<file path="src/rtl/traffic_phase_scheduler_if.sv">
// Junction-side signal bundle for traffic_phase_scheduler: timing strobe, vehicle requests,
// lamp heads and status. EMERGENCY_PREEMPT_EN adds the emg_req/emg_sel preemption pair.
interface traffic_phase_scheduler_if;
  logic       tick_en;
  logic [3:0] req;
`ifdef EMERGENCY_PREEMPT_EN
  logic       emg_req;
  logic [1:0] emg_sel;
`endif
  logic [2:0] T1;
  logic [2:0] T2;
  logic [2:0] S1;
  logic [2:0] S2;
  logic [3:0] grant;
  logic       busy;

`ifdef EMERGENCY_PREEMPT_EN
  modport master (
    output tick_en, req, emg_req, emg_sel,
    input  T1, T2, S1, S2, grant, busy
  );
  modport slave (
    input  tick_en, req, emg_req, emg_sel,
    output T1, T2, S1, S2, grant, busy
  );
`else
  modport master (
    output tick_en, req,
    input  T1, T2, S1, S2, grant, busy
  );
  modport slave (
    input  tick_en, req,
    output T1, T2, S1, S2, grant, busy
  );
`endif
endinterface

</file>
<file path="src/rtl/traffic_phase_scheduler.sv">
// Demand-driven round-robin phase scheduler for a 4-approach junction (GREEN->YELLOW->ALLRED).
// Optional emergency preemption is compiled in with EMERGENCY_PREEMPT_EN.
module traffic_phase_scheduler #(
  parameter int GREEN_MIN = 7,
  parameter int GREEN_MAX = 20,
  parameter int YELLOW_T  = 3,
  parameter int ALLRED_T  = 2,
  parameter int CNT_W     = 8
) (
  input  logic                    clk,
  input  logic                    rst,
  traffic_phase_scheduler_if.slave bus
);

  typedef enum logic [2:0] {
    ST_IDLE   = 3'd0,
    ST_GREEN  = 3'd1,
    ST_YELLOW = 3'd2,
    ST_ALLRED = 3'd3
  } state_t;

  localparam logic [CNT_W-1:0] GMIN_C  = CNT_W'(GREEN_MIN);
  localparam logic [CNT_W-1:0] GMAX_C  = CNT_W'(GREEN_MAX);
  localparam logic [CNT_W-1:0] YEND_C  = CNT_W'(YELLOW_T - 1);
  localparam logic [CNT_W-1:0] AEND_C  = CNT_W'(ALLRED_T - 1);
  localparam logic [CNT_W-1:0] CNT_SAT = {CNT_W{1'b1}};
  localparam logic [2:0] LAMP_RED = 3'b100;
  localparam logic [2:0] LAMP_YEL = 3'b010;
  localparam logic [2:0] LAMP_GRN = 3'b001;

  state_t           state_q, state_d;
  logic [CNT_W-1:0] cnt_q, cnt_d, cnt_inc;
  logic [3:0]       pending_q, pending_d, pend_all, others;
  logic [1:0]       last_q, last_d;
  logic [1:0]       cur_q, cur_d;
  logic [3:0]       grant_q, grant_d;
  logic             busy_q, busy_d;
  logic             go_yellow;
  logic             emg_active;
  logic [1:0]       emg_target;

  // First set bit of pend searching upward from base+1, wrapping mod 4.
  function automatic logic [1:0] rr_pick(input logic [3:0] pend, input logic [1:0] base);
    logic [1:0] idx;
    logic       found;
    rr_pick = base + 2'd1;
    found   = 1'b0;
    for (int k = 1; k <= 4; k++) begin
      idx = base + k[1:0];
      if (!found && pend[idx]) begin
        rr_pick = idx;
        found   = 1'b1;
      end
    end
  endfunction

`ifdef EMERGENCY_PREEMPT_EN
  logic       emg_req_q;
  logic [1:0] emg_sel_q;

  // The selected approach is captured on the rising edge of emg_req and held after that.
  assign emg_active = bus.emg_req;
  assign emg_target = (bus.emg_req && !emg_req_q) ? bus.emg_sel : emg_sel_q;

  always_ff @(posedge clk or negedge rst) begin
    if (!rst) begin
      emg_req_q <= 1'b0;
      emg_sel_q <= 2'd0;
    end else begin
      emg_req_q <= bus.emg_req;
      emg_sel_q <= emg_target;
    end
  end
`else
  assign emg_active = 1'b0;
  assign emg_target = 2'd0;
`endif

  assign pend_all = pending_q | bus.req;
  assign others   = pend_all & ~(4'b0001 << cur_q);
  assign cnt_inc  = (cnt_q == CNT_SAT) ? cnt_q : cnt_q + 1'b1;

  always_ff @(posedge clk or negedge rst) begin
    if (!rst) begin
      state_q   <= ST_IDLE;
      cnt_q     <= '0;
      pending_q <= '0;
      last_q    <= 2'd3;
      cur_q     <= 2'd0;
      grant_q   <= '0;
      busy_q    <= 1'b0;
    end else begin
      state_q   <= state_d;
      cnt_q     <= cnt_d;
      pending_q <= pending_d;
      last_q    <= last_d;
      cur_q     <= cur_d;
      grant_q   <= grant_d;
      busy_q    <= busy_d;
    end
  end

  always_comb begin : next_state
    state_d   = state_q;
    cnt_d     = cnt_q;
    pending_d = pend_all;
    last_d    = last_q;
    cur_d     = cur_q;
    go_yellow = 1'b0;
    case (state_q)
      ST_IDLE: begin
        if (emg_active) begin
          state_d = ST_GREEN;
          cur_d   = emg_target;
        end else if (|pend_all) begin
          state_d = ST_GREEN;
          cur_d   = rr_pick(pend_all, last_q);
        end
      end
      ST_GREEN: begin
        if (emg_active) begin
          go_yellow = (cur_q != emg_target);
        end else begin
          go_yellow = (cnt_q >= GMIN_C) && (|others) &&
                      (!bus.req[cur_q] || (cnt_q >= GMAX_C));
        end
        if (go_yellow) begin
          state_d = ST_YELLOW;
        end else if (bus.tick_en) begin
          cnt_d = cnt_inc;
        end
      end
      ST_YELLOW: begin
        if (bus.tick_en) begin
          if (cnt_q == YEND_C) begin
            state_d = ST_ALLRED;
          end else begin
            cnt_d = cnt_inc;
          end
        end
      end
      ST_ALLRED: begin
        if (bus.tick_en) begin
          if (cnt_q == AEND_C) begin
            // The approach just cleared becomes the round-robin base for this pick.
            last_d = cur_q;
            if (emg_active) begin
              state_d = ST_GREEN;
              cur_d   = emg_target;
            end else if (|pend_all) begin
              state_d = ST_GREEN;
              cur_d   = rr_pick(pend_all, cur_q);
            end else begin
              state_d = ST_IDLE;
            end
          end else begin
            cnt_d = cnt_inc;
          end
        end
      end
      default: state_d = ST_IDLE;
    endcase
    if (state_d != state_q) begin
      cnt_d = '0;
    end
    // Entering green consumes the request, including any req seen on the entry cycle.
    if ((state_d == ST_GREEN) && (state_q != ST_GREEN)) begin
      pending_d[cur_d] = 1'b0;
    end
  end

  always_comb begin : outputs
    grant_d = '0;
    busy_d  = (state_d != ST_IDLE);
    if ((state_d == ST_GREEN) || (state_d == ST_YELLOW)) begin
      grant_d[cur_d] = 1'b1;
    end
  end

  for (genvar gi = 0; gi < 4; gi++) begin : g_lamp
    logic [2:0] lamp_d;
    logic [2:0] lamp_q;

    assign lamp_d = !grant_d[gi]              ? LAMP_RED :
                    (state_d == ST_YELLOW)    ? LAMP_YEL : LAMP_GRN;

    always_ff @(posedge clk or negedge rst) begin
      if (!rst) begin
        lamp_q <= LAMP_RED;
      end else begin
        lamp_q <= lamp_d;
      end
    end
  end

  assign bus.T1    = g_lamp[0].lamp_q;
  assign bus.T2    = g_lamp[1].lamp_q;
  assign bus.S1    = g_lamp[2].lamp_q;
  assign bus.S2    = g_lamp[3].lamp_q;
  assign bus.grant = grant_q;
  assign bus.busy  = busy_q;

endmodule

</file>
<file path="src/flat_wrapper.sv">
// flat-port wrapper written by rule: the top's interface ports become plain ports
module traffic_phase_scheduler_flat 
#(
  parameter int GREEN_MIN = 7,
  parameter int GREEN_MAX = 20,
  parameter int YELLOW_T  = 3,
  parameter int ALLRED_T  = 2,
  parameter int CNT_W     = 8
)
  (clk, rst, bus_tick_en, bus_req, bus_T1, bus_T2, bus_S1, bus_S2, bus_grant, bus_busy);
  traffic_phase_scheduler_if bus_i ();
  input  logic clk;
  input  logic rst;
  input wire logic [$bits(bus_i.tick_en)-1:0] bus_tick_en;
  input wire logic [$bits(bus_i.req)-1:0] bus_req;
  output wire logic [$bits(bus_i.T1)-1:0] bus_T1;
  output wire logic [$bits(bus_i.T2)-1:0] bus_T2;
  output wire logic [$bits(bus_i.S1)-1:0] bus_S1;
  output wire logic [$bits(bus_i.S2)-1:0] bus_S2;
  output wire logic [$bits(bus_i.grant)-1:0] bus_grant;
  output wire logic [$bits(bus_i.busy)-1:0] bus_busy;
  assign bus_i.tick_en = bus_tick_en;
  assign bus_i.req = bus_req;
  assign bus_T1 = bus_i.T1;
  assign bus_T2 = bus_i.T2;
  assign bus_S1 = bus_i.S1;
  assign bus_S2 = bus_i.S2;
  assign bus_grant = bus_i.grant;
  assign bus_busy = bus_i.busy;
  traffic_phase_scheduler #(.GREEN_MIN(GREEN_MIN), .GREEN_MAX(GREEN_MAX), .YELLOW_T(YELLOW_T), .ALLRED_T(ALLRED_T), .CNT_W(CNT_W)) u_core (.clk(clk), .rst(rst), .bus(bus_i));
endmodule
</file>
<file path="config.mk">
export PLATFORM = sky130hd
export DESIGN_NAME = traffic_phase_scheduler_flat
export DESIGN_NICKNAME = d
export VERILOG_FILES = /design/src/rtl/traffic_phase_scheduler_if.sv /design/src/rtl/traffic_phase_scheduler.sv /design/src/flat_wrapper.sv
export SDC_FILE = /design/constraint.sdc
export NUM_CORES = 1
export LEC_CHECK = 0
export CORE_AREA = 3 3 75 77
export DETAILED_ROUTE_END_ITERATION = 7
export DIE_AREA = 0 0 78 80
export PLACE_DENSITY = 0.75
export SETUP_SLACK_MARGIN = 0.1
export SKIP_LAST_GASP = 1
export SLEW_MARGIN = 15
export SYNTH_ARGS = -nofsm -noshare
export SYNTH_HDL_FRONTEND = slang
export SYNTH_SLANG_ARGS = --single-unit
</file>
<file path="constraint.sdc">
create_clock -name clk -period 3.1 [get_ports clk]
set_clock_uncertainty 0.1 [all_clocks]
set_input_delay 0.775 -clock clk [delete_from_list [all_inputs] [get_ports clk]]
set_output_delay 0.775 -clock clk [all_outputs]
set_load 0.01 [all_outputs]
</file>
==> results of run 1 <==
==> routing by layer <==
layer | share of wire (%) | vias up | global-route usage [%]
li1 | - | 901 | -
met1 | 47 | 887 | 24.5
met2 | 48 | 41 | 27.7
met3 | 4.0 | 2 | 2.71
met4 | 0.33 | 0 | 4.02
met5 | 0 | - | 0
==> sequential cells by signal (all words and copies together), names as in the netlist <==
signal            flops
u_core.bus.S1         3
u_core.bus.S2         3
u_core.bus.T1         3
u_core.bus.T2         3
u_core.bus.busy       1
u_core.bus.grant      4
u_core.cnt_q          8
u_core.cur_q          2
u_core.last_q         2
u_core.pending_q      4
u_core.state_q        3
==> critical path, stage by stage <==
cell	delay, ns
clkdlybuf4s50_1	0.48
or2_2	0.32
mux4_2	0.48
o211ai_2	0.20
or4_1	0.13
and3_4	0.18
inv_1	0.06
buf_12	0.14
nor3_1	0.23
==> layout by cell type (no fill, tap or decap), types with 2 or more instances in the layout <==
master,synthesis,layout
nand3b_1,2,2
inv_1,7,7
nor3_1,17,17
nor2_1,13,12
nand4_1,5,5
mux4_2,2,2
ha_1,8,8
o21ai_0,11,11
buf_4,1,22
nor2b_1,3,3
a21oi_1,6,6
dfrtp_1,30,30
nand2_1,12,12
clkbuf_8,2,6
clkdlybuf4s50_1,0,23
mux2i_1,2,2
or2_2,4,4
o22ai_1,3,3
nor4_1,2,2
and2_1,10,10
o211ai_1,2,2
a211oi_1,2,2
nand4b_1,2,2
xnor2_1,7,7
a31oi_1,6,6
or4_1,2,2
nand3_1,9,9
dfstp_2,6,6
==> layout make-up <==
| type | instances | area, um2 |
|---|---|---|
| fill | 466 | 2350 |
| multi-input combinational | 166 | 1190 |
| sequential | 36 | 908 |
| timing repair buffer | 46 | 415 |
| tap | 70 | 87.6 |
| clock buffer | 6 | 82.6 |
| inverter | 8 | 30.0 |
| clock inverter | 2 | 13.8 |
==> worst max path at each step <==
stage	start	end	slack [ns]
after floorplan	bus_req[3]	u_core.pending_q[3]	0.50
after global placement	bus_req[3]	u_core.bus.S2[0]	-0.08
after detailed placement	bus_req[3]	u_core.bus.S2[0]	-0.10
after CTS	bus_req[3]	u_core.bus.S2[0]	0.19
after global routing	bus_req[1]	u_core.bus.grant[2]	0.1
final	bus_req[3]	u_core.bus.grant[2]	0.20
==> metrics by stage <==
stage	util [%]	cell area, um2
after global placement	51.6	2620
after CTS	53.5	2710
after detailed placement	51.6	2620
after floorplan	-	2210
final	53.7	2730
after global routing	53.7	2730
==> where the power goes <==
group / switching, mW / internal, mW / leakage (nW)
sequential: 0.0281 / 0.501 / 0.448
combinational: 0.129 / 0.120 / 0.600
clock: 0.167 / 0.182 / 0.0516
total: 0.324 / 0.802 / 1.10
==> kinds of logic (layout without fill, tap and decap cells) <==
| family | after synthesis | in the layout |
|---|---|---|
| and+or+nand+nor | 93 | 93 |
| xor gates and xnor gates | 7 | 7 |
| buffers and inverters | 17 | 62 |
| adders and majority gates | 9 | 9 |
| other | 1 | 1 |
| muxes | 5 | 5 |
| AOI/OAI and AO/OA | 51 | 51 |
| DFF | 36 | 36 |
==> metrics.md, run 1 <==
| Metric | Value |
|---|---|
| Reg-to-Reg Start | `u_core.cur_q[1]` |
| Mean Syn Cell Area | `10.1 um2` |
| Largest net degree at the start of global routing | `37` |
| Slew Viols, Final | `0` |
| CTS Root Cell | `clkbuf_8` |
| Largest family of logic cells by synthesized area | `simple AND/OR/NAND/NOR gates` |
| Mapped Area | `about 2200 um2` |
| TNS Setup | `0 ns` |
| Layout cells sized above 1 | `22.7%` |
| Longest Clk Path Bufs | `2` |
| Worst Path Arrival | `between 2 and 3 ns` |
| Placed cell count | `between 300 and 400` |
| Most common cell in the netlist | `dfrtp_1` |
| Top_reg_cell synth | `dfrtp_1` |
| Die Area | `6240 um2` |
| Critical path required time | `3.18 ns` |
| Syn_nets | `234` |
| Synth Area in Simple Gates | `24.1%` |
| Max_cap viols | `0` |
| Die Width | `around 78 um` |
| Post-synthesis adder-cell area fraction | `4.99%` |
| Synth Warn # | `0` |
| Post-synthesis mux area share | `under 10%` |
| Post-synthesis cell type count | `67` |
| Hold Crit Class | `reg2reg` |
| Reg2Reg Depth | `8` |
| Worst hold slack | `0.412 ns` |
| GP Congestion | `0.931` |
| XOR/XNOR Fraction of Synth Area | `between 2 and 3%` |
| Share of the synthesized area in the top cell type | `between 30 and 40%` |
| Gate Count Post-Synth | `219` |
| GRT Total Usage | `~17%` |
| Syn-to-layout area delta | `23.5%` |
| Starting Density | `43.5%` |
| Antenna Nets Post-Route | `0` |
| Drt total wl | `about 4900 um` |
| Leak | `around 1.1 nW` |
| Grt ovf | `0` |
| Post-synthesis sequential area ratio | `41.2%` |
| Initial DRC count | `116` |
| Hold Crit Start | `u_core.last_q[0]` |
| Compound-Gate Fraction of Synth Area | `17.2%` |
| H-Tree Depth | `2` |
| Yosys reg bits | `36` |
| RSZ-0062 raised after global routing | `yes` |
| Final setup violation count | `0` |
| DR vias/cell | `between 5 and 6` |
| IO buf count | `23` |
| CP Launch Type | `input pin` |
| Antenna violations before repair | `0` |
| Post-synth EDFFs | `0` |
| CTS tree | `yes` |
| Fin cells | `between 300 and 400` |
| R2R setup slack | `about 0.54 ns` |
| Chip height | `80 um` |
| Hold Path End | `u_core.last_q[0]` |
| Worst hold path depth | `2` |
| CTS Buf Count | `5` |
| Detailed-placement wirelength estimate | `3740 um` |
| Clock Pin Slew Worst Setup and Hold Paths | `0.07 ns` |
| Crit Path Max Fanout | `11` |
| IO Pins | `24` |
| Fin worst setup slack | `around 0.20 ns` |
| Clock Latency Late Sink | `0.28 ns` |
| ANT cells | `0` |
| Fmax | `345 MHz` |
| Power Total | `about 1.1 mW` |
| CP Class | `in2reg` |
| Drt drc | `0` |
| Vias in the first global route | `approximately 1800` |
| Outcome | `complete, no violations` |
| Post-cts sizing count | `0` |
| Max IR drop VDD | `0.292 mV` |
| Wire length per cell | `14.7 um` |
| Critical path capture point type | `flop` |
| Via count | `1831` |
| Post-place setup slack | `-0.100 ns` |
| Synth area leaders | `dfrtp_1 (34%), dfstp_2 (7.1%), ha_1 (4.5%), nor3_1 (3.9%), and2_1 (2.8%)` |
| Synth cell count leaders | `dfrtp_1 (30), nor3_1 (17), nor2_1 (13)` |
| NumNets Final | `278` |
| Core area | `5070 um2` |
| Post-CTS setup buffer count | `0` |
| First-pass GRT wire length | `8700 um` |
| Hold buffers post-CTS | `0` |
| Min Clock Period, post-route | `between 2 and 3 ns` |
| Final period utilization | `93.4%` |
| Rows | `26` |
| Final Hold Fails | `0` |
| Crit Reg-Reg Endpoint | `u_core.bus.S2[0]` |
| PwrDens | `413 nW/um2` |
| First-pass DRT Iterations | `7` |
| Synth async-reset ratio | `100%` |
| Clk sinks | `36` |
| Synth area leader | `dfrtp_1` |
Note: power is estimated with default switching activity, not from simulation.
==> run 2, diff against run 1 <==
--- a/config.mk
+++ b/config.mk
@@ -5,9 +5,11 @@
 export SDC_FILE = /design/constraint.sdc
 export NUM_CORES = 1
 export LEC_CHECK = 0
+export ABC_CLOCK_PERIOD_IN_PS = 3100
 export CORE_AREA = 3 3 75 77
 export DETAILED_ROUTE_END_ITERATION = 7
 export DIE_AREA = 0 0 78 80
+export GPL_ROUTABILITY_DRIVEN = 0
 export PLACE_DENSITY = 0.75
 export SETUP_SLACK_MARGIN = 0.1
 export SKIP_LAST_GASP = 1
==> results of run 2 <==
No change in the layout: final DEF, timing and power equal those of run 1.
